[src/rtl/video_pixel_shifter_pkg.sv]
// Shared constants for the video output path.
package video_pixel_shifter_pkg;

    // Framebuffer word width at the default configuration.
    localparam int unsigned VIDEO_WORD_W = 16;

    // A set framebuffer bit is black.
    localparam logic BLACK_BIT = 1'b1;

    // Word shown when the prefetch buffer runs dry: all black.
    localparam logic [VIDEO_WORD_W-1:0] BLANK_FILL = {VIDEO_WORD_W{BLACK_BIT}};

endpackage

[src/rtl/video_word_fifo.sv]
// Two-entry prefetch FIFO: valid/ready on the write side, pop/empty on the read side.
// A word written into an empty FIFO is only poppable from the following cycle.
module video_word_fifo #(
    parameter int unsigned WIDTH = 16
) (
    input  logic             clk,
    input  logic             reset,
    input  logic             wr_valid,
    input  logic [WIDTH-1:0] wr_data,
    output logic             wr_ready,
    input  logic             pop,
    output logic [WIDTH-1:0] rd_data,
    output logic             empty
);

    logic [WIDTH-1:0] mem_q [2];
    logic             wr_ptr_q;
    logic             rd_ptr_q;
    logic [1:0]       count_q;
    logic [1:0]       count_d;
    logic             push;
    logic             do_pop;

    assign wr_ready = (count_q != 2'd2);
    assign empty    = (count_q == 2'd0);
    assign push     = wr_valid & wr_ready;
    assign do_pop   = pop & ~empty;
    assign rd_data  = mem_q[rd_ptr_q];

    // Occupancy: simultaneous push and pop leaves the count unchanged.
    always_comb begin
        count_d = count_q;
        if (push && !do_pop) begin
            count_d = count_q + 2'd1;
        end else if (!push && do_pop) begin
            count_d = count_q - 2'd1;
        end
    end

    // Pointer and count registers.
    always_ff @(posedge clk) begin
        if (reset) begin
            wr_ptr_q <= 1'b0;
            rd_ptr_q <= 1'b0;
            count_q  <= 2'd0;
        end else begin
            count_q <= count_d;
            if (push) begin
                wr_ptr_q <= ~wr_ptr_q;
            end
            if (do_pop) begin
                rd_ptr_q <= ~rd_ptr_q;
            end
        end
    end

    // Storage needs no reset; the count guards against reading stale entries.
    always_ff @(posedge clk) begin
        if (push) begin
            mem_q[wr_ptr_q] <= wr_data;
        end
    end

endmodule

[src/rtl/video_pixel_shifter.sv]
// Serialises framebuffer words into a 1-bit pixel stream and delays sync/blank to match.
module video_pixel_shifter
    import video_pixel_shifter_pkg::*;
#(
    parameter int unsigned WORD_W     = VIDEO_WORD_W,
    parameter int unsigned SYNC_DELAY = 4,
    parameter int unsigned UNDERRUN_W = 8
) (
    input  logic                  clk,
    input  logic                  reset,
    input  logic                  clk_en,
    input  logic                  load_pixels,
    input  logic                  hsync_in,
    input  logic                  vsync_in,
    input  logic                  hblank_n,
    input  logic                  vblank_n,
    input  logic                  wr_valid,
    input  logic [WORD_W-1:0]     wr_data,
    output logic                  wr_ready,
    input  logic                  invert,
    output logic                  pixel,
    output logic                  hsync_out,
    output logic                  vsync_out,
    output logic                  blank_n_out,
    output logic [UNDERRUN_W-1:0] underrun_cnt
);

    localparam logic [WORD_W-1:0] FILL = {WORD_W{BLACK_BIT}};

    logic                  load;
    logic                  fifo_empty;
    logic [WORD_W-1:0]     fifo_data;
    logic [WORD_W-1:0]     sr_q;
    logic [WORD_W-1:0]     sr_d;
    logic [UNDERRUN_W-1:0] underrun_q;
    logic [SYNC_DELAY-1:0] hs_q;
    logic [SYNC_DELAY-1:0] vs_q;
    logic [SYNC_DELAY-1:0] bl_q;
    logic                  pixel_q;
    logic                  pixel_d;

    assign load = clk_en & load_pixels;

    video_word_fifo #(
        .WIDTH (WORD_W)
    ) u_fifo (
        .clk      (clk),
        .reset    (reset),
        .wr_valid (wr_valid),
        .wr_data  (wr_data),
        .wr_ready (wr_ready),
        .pop      (load),
        .rd_data  (fifo_data),
        .empty    (fifo_empty)
    );

    // Shift register next state: load head word (or black on underrun), else shift in black.
    always_comb begin
        sr_d = {sr_q[WORD_W-2:0], BLACK_BIT};
        if (load) begin
            sr_d = fifo_empty ? FILL : fifo_data;
        end
    end

    // Pixel next state. Gating with the stage before the blank output makes the registered
    // pixel and blank_n_out change on the same edge.
    always_comb begin
        pixel_d = 1'b0;
        if (bl_q[SYNC_DELAY-2]) begin
            pixel_d = (sr_q[WORD_W-1] != BLACK_BIT) ^ invert;
        end
    end

    // Shift register, underrun counter and pixel register.
    always_ff @(posedge clk) begin
        if (reset) begin
            sr_q       <= '0;
            underrun_q <= '0;
            pixel_q    <= 1'b0;
        end else begin
            sr_q    <= sr_d;
            pixel_q <= pixel_d;
            if (load && fifo_empty && (underrun_q != {UNDERRUN_W{1'b1}})) begin
                underrun_q <= underrun_q + 1'b1;
            end
        end
    end

    // Sync/blank delay lines run every clk, independent of clk_en.
    always_ff @(posedge clk) begin
        if (reset) begin
            hs_q <= '1;
            vs_q <= '1;
            bl_q <= '0;
        end else begin
            hs_q <= {hs_q[SYNC_DELAY-2:0], hsync_in};
            vs_q <= {vs_q[SYNC_DELAY-2:0], vsync_in};
            bl_q <= {bl_q[SYNC_DELAY-2:0], hblank_n & vblank_n};
        end
    end

    assign pixel        = pixel_q;
    assign hsync_out    = hs_q[SYNC_DELAY-1];
    assign vsync_out    = vs_q[SYNC_DELAY-1];
    assign blank_n_out  = bl_q[SYNC_DELAY-1];
    assign underrun_cnt = underrun_q;

endmodule

[config.mk]
export PLATFORM = sky130hd
export DESIGN_NAME = video_pixel_shifter
export DESIGN_NICKNAME = d
export VERILOG_FILES = /design/src/rtl/video_pixel_shifter_pkg.sv /design/src/rtl/video_word_fifo.sv /design/src/rtl/video_pixel_shifter.sv
export SDC_FILE = /design/constraint.sdc
export NUM_CORES = 1
export LEC_CHECK = 0
export CELL_PAD_IN_SITES_DETAIL_PLACEMENT = 0
export CELL_PAD_IN_SITES_GLOBAL_PLACEMENT = 1
export CORE_MARGIN = 2
export CORE_UTILIZATION = 40
export DETAILED_ROUTE_END_ITERATION = 8
export HOLD_SLACK_MARGIN = 0.1
export PLACE_DENSITY = 0.78
export SLEW_MARGIN = 20
export SYNTH_ARGS = -nofsm -noshare
export SYNTH_HDL_FRONTEND = slang
export SYNTH_SLANG_ARGS = --single-unit
export TNS_END_PERCENT = 10
[constraint.sdc]
create_clock -name clk -period 2.4 [get_ports clk]
set_clock_uncertainty 0.2 [all_clocks]
set_input_delay 0.24 -clock clk [delete_from_list [all_inputs] [get_ports clk]]
set_output_delay 0.24 -clock clk [all_outputs]
set_load 0.01 [all_outputs]
=== Yosys cells after proc, flatten, opt, wreduce, memory -nomap -nowiden ===
Memories as Yosys holds them, arrays and structs flattened. A register that Yosys moved wholly into a read port is not among the register bits.
Index checks and enable logic that the tools add are counted.

* $add $sub $neg: 3
* Equal/unequal tests: 2
* Muxes and demuxes: 8
* Bitwise logic cells: 10
* Reduce and logical (&&, ||, !) cells: 9

{| class="wikitable"
|+ Operator list
! kind !! count
|-
| $mux W16 || 2
|-
| $add A8 B1 Y8 const B || 1
|-
| $ne A8 B8 Y1 const B || 1
|-
| $not A1 Y1 || 5
|-
| $and A1 B1 Y1 || 4
|-
| $logic_and A1 B1 Y1 || 4
|-
| $mux W1 || 4
|-
| $mux W2 || 2
|-
| $add A2 B1 Y2 const B || 1
|-
| $logic_not A1 Y1 || 2
|-
| $logic_not A2 Y1 || 1
|-
| $ne A2 B2 Y1 const B || 1
|-
| $reduce_bool A2 Y1 || 1
|-
| $reduce_or A2 Y1 || 1
|-
| $sub A2 B1 Y2 const B || 1
|-
| $xor A1 B1 Y1 || 1
|}

* Flip-flop bits (word level): 41
* Bits in writable memories: 32
* Input port bits: 26
* Output and inout bits: 13
* Word-level logic and storage cells: 42
* Memories kept: 1

{| class="wikitable"
|+ Memory list
! name !! words !! width !! read ports !! clocked after Yosys merged registers in !! wr ports !! RTL line !! source
|-
| u_fifo.mem_q || 2 || 16 || 1 || 1 || 1 || video_word_fifo.sv:16 || <nowiki>logic [WIDTH-1:0] mem_q [2];</nowiki>
|}

=== Longest topological paths before layout ===
* Depth after elaboration: 6
* Mapped depth: 8
* Mapped depth without buffers: 6

=== By module ===
Synthesis repeated with hierarchy kept, for this count alone.

* Cells, all modules: 223
* Area total of the unflattened synthesis: 2733.9 um^2

{| class="wikitable"
|+ Modules (own cells, without submodules)
! module !! times used !! cells an instance !! area an instance (um^2) !! seq. area each (um^2)
|-
| video_word_fifo || 1 || 74 || 1373.8 || 1061.0
|-
| video_pixel_shifter || 1 || 149 || 1360.1 || 740.7
|}

=== Worst setup path after synthesis ===
No wires, ideal clock.

* Kind: flip-flop to flip-flop
* From: register u_fifo.count_q[0]
* To: register u_fifo.count_q[1]
* Library setup time: 0.070 ns
* Data arrival time: 1.753 ns
* Required time: 2.130 ns
* Slack: 0.376 ns
* Cell stages (with the launch flop): 8
* Buffers on the path: 2
* Period minus slack after synthesis: 2.024 ns
* Cell sequence: dfxtp_1 -> o211a_1 -> buf_2 -> buf_2 -> inv_1 -> ha_1 -> or3_1 -> a21oi_1

* Word-level cells in the longest chain between the ends: 6
* Elaborated cells on any way between the ends: 14
* Those cells by class: 2 x add/sub; 1 x eq/ne; 2 x mux; 3 x bitwise; 6 x reduce/logical

{| class="wikitable"
|+ RTL lines
! item !! RTL line !! source
|-
| from (decl) || video_word_fifo.sv:19 || <nowiki>logic [1:0] count_q;</nowiki>
|-
| from (signal assigned) || video_word_fifo.sv:47 || <nowiki>count_q <= count_d;</nowiki>
|-
| branches (longest 6 deep; another with $sub A2 B1 Y2) || -- ||
|}

Several ways; the timed one is not identified. The select of a mux whose other input is x is not followed.
A chain may end at the register's enable or synchronous reset.

=== Final worst setup path ===
* From: register u_fifo.count_q[1]
* To: output wr_ready

* Word-level cells in the longest chain between the ends: 1

{| class="wikitable"
|+ RTL lines
! item !! RTL line !! source
|-
| $ne A2 B2 Y1 || video_word_fifo.sv:24 || <nowiki>assign wr_ready = (count_q != 2'd2);</nowiki>
|-
| to (decl) || video_pixel_shifter.sv:19 || <nowiki>output logic wr_ready,</nowiki>
|}

Every way passes these cells.

==> flow_summary.yaml <==
critical_path:
  crit_path_start_kind: "register"
  maximum_net_fanout_on_the_critical_path: 6
  worstPathRequired_ns: 1.96
  crit-reg2reg-launch: "u_fifo.count_q[1]$_SDFFE_PP0P_"
  critPathKind: "reg2out"
  timing.critical_path.from: "u_fifo.count_q[1]$_SDFFE_PP0P_"
  crit_end_element: "primary output"
  cp.arrival_ns: 1.58
synth:
  synth_instances: 209
  post-synth-top-area-cell: "sky130_fd_sc_hd__edfxtp_1"
  synth_warnings: 0
  synth_sequential_area_ratio_pct: 66.5
  top_area_cells_in_the_synthesized_netlist: "sky130_fd_sc_hd__edfxtp_1 (35%), sky130_fd_sc_hd__dfxtp_1 (31%), sky130_fd_sc_hd__mux2i_1 (6.3%)"
  syn-num-nets: 237
  synthDistinctLibCells: 37
  yosys.area.top_type_share_pct: 35.4
  synth.cell_area_um2: 2710
  ys_seq_elements: 74
  syn_avg_cell_area_um2: 13.0
finish:
  design_area_um2: 3410
  nets: 280
  ff_latch_area_um2: 1800
  multi_input_area_um2: 838
  layout-area-overhead-vs-synth_pct: 25.6
  antenna-diode-count: 0
  post_route_cells_drive_above_1_share_pct: 14.4
  fillers: 594
clock_tree:
  cts-root-to-sink-buffers: 2
  postCtsResizedCells: 0
  cts.sinks: 74
  holdBufCountCts: 0
  tritoncts_clock_tree: "done"
  numCtsBuffers: 9
  insertion_delay_ns: 0.33
  cts.htree.levels: 3
  worst_setup_hold_path_clk_slew_ns: 0.08
  cts_root_buf: "sky130_fd_sc_hd__clkbuf_8"
  post_cts_setup_buffer_count: 0
sta:
  rsz0062_at_grt: "false"
  worst_slew_margin_rel_pct: 62.0
  final.period_utilization_pct: 84.2
  setup_violations: 0
  worst-slew-pin-transition_ns: 0.570
  maxClockFrequency_mhz: 495
  fin_crit_ns: 2.02
  maxSlewViolCount: 0
  setup_tns_ns: 0
  report.final.hold_viol_count: 0
hold_path:
  worstHoldStart: "vs_q[0]$_SDFF_PP1_"
  hold_path_class: "reg2reg"
grt:
  grt_pass1_wl_mm: 7.14
  grt_antenna_before_repair: 0
  global_route.usage.total_pct: 12.6
  globalRouteOverflowTotal: 0
  grt_pass1_vias: 1559
  pin_count_of_the_biggest_net_entering_global_routing: 26
floorplan:
  die-height_um: 86.3
  dieWidth_um: 86.3
  design.core.area_um2: 6680
  floorplan.die_area_um2: 7450
  num_rows: 30
  pin_count: 39
  initial_core_util_pct: 40.6
detailed_routing:
  drt_pre_antenna_iters: 4
  num_vias: 1647
  drt_first_iter_violations: 107
  drt-vias-per-instance: 4.89
  route.antenna.remaining_nets: 0
  drc: 0
  routedWlPerCell_um: 13.0
  wirelength_mm: 4.39
outcome:
  status: "completed"
place:
  dpl-instance-area_um2: 3180
  gp_congestion: 0.704
  portBuffers: 38
  dp.final_hpwl_mm: 2.75
job:
  cap_violations: 0
pwr:
  p_leak_nw: 1.22
  worst_ir_drop_vdd_v: 0.000562
  powerDensity_nw_per_um2: 900
[final cells by class]
cell class,count,share of cell area [%]
clock buffers,9,3.64
clock inverters,7,2.98
inverters,6,0.661
multi-input cells,118,24.6
flip-flops and latches,74,52.9
well taps,80,2.94
repair buffers,43,12.3
[flip-flops by register name (all words and copies together) (netlist names), named ones only]
name,flops
u_fifo.mem_q,32
sr_q,16
underrun_cnt,8
bl_q,4
hs_q,4
vs_q,4
u_fifo.count_q,2
pixel,1
u_fifo.rd_ptr_q,1
u_fifo.wr_ptr_q,1
[worst max-delay path, cell delays in order, from the launching register on]
cell,delay (ns)
sky130_fd_sc_hd__dfxtp_1,0.40
sky130_fd_sc_hd__or2b_2,0.36
sky130_fd_sc_hd__clkdlybuf4s50_1,0.49
[cells in the mapped netlist]
master	count
sky130_fd_sc_hd__dfxtp_1	42
sky130_fd_sc_hd__edfxtp_1	32
sky130_fd_sc_hd__a21oi_1	20
sky130_fd_sc_hd__mux2i_1	17
sky130_fd_sc_hd__o21ai_0	16
sky130_fd_sc_hd__or2_2	8
sky130_fd_sc_hd__nor2_1	7
sky130_fd_sc_hd__and3_1	6
sky130_fd_sc_hd__inv_1	6
sky130_fd_sc_hd__buf_2	5
sky130_fd_sc_hd__clkbuf_1	5
sky130_fd_sc_hd__nand2_1	5
sky130_fd_sc_hd__nor2b_1	5
sky130_fd_sc_hd__a211oi_1	3
sky130_fd_sc_hd__and2_1	3
sky130_fd_sc_hd__mux2_2	3
sky130_fd_sc_hd__ha_1	2
sky130_fd_sc_hd__nand3_1	2
sky130_fd_sc_hd__or3_1	2
sky130_fd_sc_hd__xnor2_1	2
sky130_fd_sc_hd__xor2_1	2
sky130_fd_sc_hd__a2111oi_4	1
sky130_fd_sc_hd__a21bo_2	1
sky130_fd_sc_hd__a21o_1	1
sky130_fd_sc_hd__a311oi_1	1
sky130_fd_sc_hd__a31oi_1	1
sky130_fd_sc_hd__and4_1	1
sky130_fd_sc_hd__and4bb_2	1
sky130_fd_sc_hd__clkbuf_2	1
sky130_fd_sc_hd__nand3b_1	1
sky130_fd_sc_hd__nand4bb_4	1
sky130_fd_sc_hd__nor4_1	1
sky130_fd_sc_hd__o211a_1	1
sky130_fd_sc_hd__o21bai_1	1
sky130_fd_sc_hd__o311a_1	1
sky130_fd_sc_hd__o31ai_1	1
sky130_fd_sc_hd__or2b_2	1
[through the flow]
step	setup WS [ns]	hold slack [ns]	power [W]	cells	util, %
floorplan	0.376	0.139	0.00186	209	-
detailed placement	0.271	0.192	0.00203	321	47.6
finish	0.380	0.211	0.00306	337	51.0
global placement	0.308	0.193	0.00202	321	47.6
CTS	0.368	0.212	0.00310	337	51.0
global route	0.308	0.233	0.00321	337	51.0
[power by group]
group          internal, W  switching, W
Sequential         0.00148     0.0000594
Clock             0.000594      0.000476
Combinational     0.000226      0.000233
Total              0.00230      0.000769
[logic make-up after synthesis]
group	synth area share [%]
fa+ha+maj	0.923
mux	7.52
compound gates	11.0
flops	66.5
simple gates	10.2
xor+xnor	1.29
buf+inv	2.63
[routing by layer]
layer,part of all wire (%),track usage [%],up-vias
li1,-,-,843
met1,47,14.4,769
met2,48,21.5,31
met3,4.0,3.62,4
met4,0.87,6.39,0
met5,0,0,-
[final timing paths]
path,endpoint,slack (ns),depth (start not counted)
setup / recovery,wr_ready,0.38,2
hold / removal,vs_q[1]$_SDFF_PP1_,0.21,1
setup reg to reg,u_fifo.count_q[1]$_SDFFE_PP0P_,0.40,5
hold reg to reg,vs_q[1]$_SDFF_PP1_,0.21,1
[cells in the final DEF (no fill, tap or decap), types with 5 or more instances in the layout]
cell type,n
sky130_fd_sc_hd__o21ai_0,16
sky130_fd_sc_hd__a21oi_1,20
sky130_fd_sc_hd__nor2b_1,5
sky130_fd_sc_hd__or2_2,8
sky130_fd_sc_hd__nor2_1,7
sky130_fd_sc_hd__buf_4,5
sky130_fd_sc_hd__nand2_1,5
sky130_fd_sc_hd__clkdlybuf4s50_1,38
sky130_fd_sc_hd__clkbuf_8,9
sky130_fd_sc_hd__and3_1,6
sky130_fd_sc_hd__inv_1,6
sky130_fd_sc_hd__edfxtp_1,32
sky130_fd_sc_hd__mux2i_1,17
sky130_fd_sc_hd__dfxtp_1,42
(Power assumes the default switching activity.)
==> variant 1 (config.mk and constraints unchanged) <==
Take the reset off `sr_q` and load it in a clocked block of its own.
--- a/src/rtl/video_pixel_shifter.sv
+++ b/src/rtl/video_pixel_shifter.sv
@@ -74,16 +74,18 @@
     // Shift register, underrun counter and pixel register.
     always_ff @(posedge clk) begin
         if (reset) begin
-            sr_q       <= '0;
             underrun_q <= '0;
             pixel_q    <= 1'b0;
         end else begin
-            sr_q    <= sr_d;
             pixel_q <= pixel_d;
             if (load && fifo_empty && (underrun_q != {UNDERRUN_W{1'b1}})) begin
                 underrun_q <= underrun_q + 1'b1;
             end
         end
+    end
+
+    always_ff @(posedge clk) begin
+        sr_q <= sr_d;
     end
 
     // Sync/blank delay lines run every clk, independent of clk_en.
Behaviour: not the same (a bounded check fails within 10 cycles, from zero or initial values and one cycle with reset high).
==> variant 1 against the original RTL <==
Total power grew 3.1%; final area shrank 3.1%; highest routed layer unchanged; final cell count is 1.8% lower; maximum frequency rose by 0.58%; first-iteration DRC count shrank 55%; setup slack improved by 0.012 ns; synthesized cell count shrank 4.3%; clock power decreased by 9%; area after synthesis is 4.4% lower; sequential cell count unchanged; routed wire length is 1.1% higher; worst hold slack about the same.
==> variant 1: results (changes against the original RTL) <==
| Metric | Value |
|---|---|
| CP max FO | 5 (-1) |
| GRT Total Usage | 0.134 (+0.00809) |
| Leak pwr | 1.20 nW (-1.3%) |
| Syn Nets | 228 (-3.8%) |
| DRT iter0 DRCs | 48 (-55%) |
| WL met3 | 269 µm (+53%) |
| M2 GR Usage | 0.212 (-0.00350) |
| Top cells by area, synth | edfxtp_1, dfxtp_1, mux2i_1 |
| First-pass GRT wire length | 7230 µm (+1.3%) |
| Data arrival, critical path | 2.08 ns (+0.50 ns) |
| Hpwl dp | 2910 µm (+5.8%) |
| Worst Hold Class | input pin to register |
| Routed WL | 4440 µm (+1.1%) |
| WHS | 0.211 ns (-0.0000640 ns) |
| Largest net degree at the start of global routing | 18 (-31%) |
| List of most frequent post-synthesis cells | dfxtp_1, edfxtp_1, nor2_1 |
| Worst vdd ir | 0.000586 V (+4.4%) |
| Vias per cell | 4.83 (-1.2%) |
| Status | finished clean |
| Final period util | 0.837 (-0.00489) |
| Number of global-route vias before repair | 1602 (+2.8%) |
| Slew @ Worst Pin | 0.356 ns (-0.213 ns) |
| Metal2 WL | 2080 µm (-1.8%) |
| Share of cells above drive strength 1 | 0.150 (+0.00564) |
| Grt met1 use | 0.158 (+0.0140) |
[variant 1: kinds of logic after synthesis]
kind of cell | share of synthesized area
xor+xnor | 0.0203
simple gates | 0.119
mux | 0.0695
flops | 0.695
buf+inv | 0.0193
fa+ha+maj | 0.00965
compound gates | 0.0671
[variant 1: final cells by class]
cell class | instances | area [µm²]
clock buffers | 10 | 138
fillers | 577 | 3010
clock inverters | 6 | 65.1
inverters | 3 | 11.3
multi-input cells | 114 | 741
flip-flops and latches | 74 | 1800
repair buffers | 47 | 448
well taps | 77 | 96.3
[variant 1: path summary, 6_finish.rpt]
check                         start           endpoint  depth (start not counted)
setup / recovery  u_fifo.count_q[1]  u_fifo.count_q[1]                          6
hold / removal             vblank_n            bl_q[0]                          3
hold reg to reg             hs_q[2]            hs_q[3]                          1
setup reg to reg  u_fifo.count_q[1]  u_fifo.count_q[1]                          6
[variant 1: power by group]
group | switching (mW) | internal (mW)
registers | 0.0858 | 1.57
clock network | 0.461 | 0.510
logic | 0.273 | 0.261
==> variant 2 (same flow settings) <==
Without the edit above. `UNDERRUN_W`: 8 -> 10.
--- a/src/rtl/video_pixel_shifter.sv
+++ b/src/rtl/video_pixel_shifter.sv
@@ -4,7 +4,7 @@
 #(
     parameter int unsigned WORD_W     = VIDEO_WORD_W,
     parameter int unsigned SYNC_DELAY = 4,
-    parameter int unsigned UNDERRUN_W = 8
+    parameter int unsigned UNDERRUN_W = 10
 ) (
     input  logic                  clk,
     input  logic                  reset,
Interface: changed (resized underrun_cnt); port bits go from 39 to 41. The function was not compared with the original's and may differ.
==> variant 2 against the original RTL <==
Critical path depth unchanged; setup slack gained 0.12 ns; area after synthesis rose by 1.2%; final area grew 0.92%; worst hold slack better by 0.00093 ns; maximum frequency increased by 6.1%; total power decreased by 2.7%; sequential cell count rose by 2; first-iteration DRC count is 50% lower; routed wire length decreased by 3.1%; critical path type unchanged; largest power group unchanged; highest routed layer unchanged.
==> variant 2: results (changes against the original RTL) <==
| Metric | Value |
|---|---|
| Syn Area/Cell | 12.6 µm² (-2.6%) |
| Slew @ Worst Pin | 0.436 ns (-0.134 ns) |
| Area after DPL | 3240 µm² (+1.9%) |
| CP max FO | 5 (-1) |
| Worst Hold Class | register to register |
| Data arrival, critical path | 1.46 ns (-0.12 ns) |
| Seq/Total Area, Yosys | 0.672 (+0.00702) |
| Async set or reset register ratio after synthesis | 0 (unchanged) |
| Largest reg by FF count | u_fifo.mem_q |
| XOR/XNOR share of the synthesized area | 0.0224 (+0.00943) |
| Number of global-route vias before repair | 1587 (+1.8%) |
| Initial antenna violation count | 0 (unchanged) |
| Post-CTS sizing | 0 (unchanged) |
| Syn Nets | 245 (+3.4%) |
| Nets | 291 (+3.9%) |
| Share of cells above drive strength 1 | 0.116 (-0.0283) |
| Routability cong. | 0.766 (+8.8%) |
| Clk_lat worst skew | approximately 0.34 ns |
| Finished Layout Cells | 348 (+3.3%) |
| Buffers on Ports | 40 (+5.3%) |
| Dpl cells | 332 (+3.4%) |
| GRT Total Usage | 0.127 (+0.000906) |
| Fillers | 603 (+1.5%) |
| Routed WL | 4250 µm (-3.1%) |
| Post-place setup slack | 0.256 ns (-0.0151 ns) |
| Top cells by area, synth | edfxtp_1, dfxtp_1, mux2i_1 |
| Number of distinct library cells after synthesis | 33 (-11%) |
| List of most frequent post-synthesis cells | dfxtp_1, edfxtp_1, nor2_1 |
| Fraction of the mapped netlist area in compound gates | 0.0776 (-0.0323) |
| Leak pwr | 1.23 nW (+1.4%) |
| Synth Area in Adders | 0.00912 (-0.000105) |
| CTS clk-pin slew, worst paths | around 0.07 ns |
| Sw Ratio | 0.243 (-0.00731) |
| Status | finished clean |
| First-pass GRT wire length | 7180 µm (+0.57%) |
| Worst vdd ir | 0.000461 V (-18%) |
| Hpwl dp | 2680 µm (-2.6%) |
| Mux share of post-synthesis cell area | 0.0657 (-0.00953) |
| Largest net degree at the start of global routing | 44 (+69%) |
| DRT iter0 DRCs | 54 (-50%) |
| Vias per cell | 4.88 (-0.22%) |
-- variant 2: routing by layer --
| metal | vias up | wire (µm) | track usage |
|---|---|---|---|
| li1 | 873 | - | - |
| met1 | 777 | 1950 | 0.151 |
| met2 | 41 | 2030 | 0.198 |
| met3 | 6 | 207 | 0.0457 |
| met4 | 0 | 64 | 0.0739 |
| met5 | - | 0 | 0 |
-- variant 2: power by group through the flow --
stage	clock, mW	sequential (mW)	combinational, mW
6_report	0.937	1.59	0.456
2_1_floorplan	0	1.61	0.308
4_1_cts	0.976	1.59	0.468
3_5_place_dp	0	1.62	0.466
3_3_place_gp	0	1.62	0.462
5_1_grt	1.03	1.61	0.513
-- variant 2: layout make-up --
cell class	count	area, µm²	share of cell area
clock buffers	12	146	0.0426
clock inverters	4	48.8	0.0142
inverters	3	11.3	0.00328
multi-input cells	126	836	0.243
flip-flops and latches	76	1840	0.536
well taps	80	100	0.0291
repair buffers	47	453	0.132
-- variant 2: cells by family (layout without fill, tap and decap cells) --
family,count (synthesis),after routing
fa+ha+maj,2,2
xor+xnor,7,7
mux,18,18
compound gates,30,30
flops,76,76
simple gates,69,69
buf+inv,15,66
-- variant 2: worst paths after layout --
path | startpoint | to | slack (ns) | depth (start not counted)
setup / recovery | u_fifo.count_q[0] | wr_ready | 0.50 | 2
hold / removal | vs_q[1] | vs_q[2] | 0.21 | 1
setup reg to reg | underrun_cnt[0] | underrun_cnt[1] | 0.52 | 5
hold reg to reg | vs_q[1] | vs_q[2] | 0.21 | 1
-- variant 2: critical path: stages (launching register included) --
cell	delay, ns
dfxtp_1	0.42
nand2b_1	0.17
clkdlybuf4s50_1	0.54
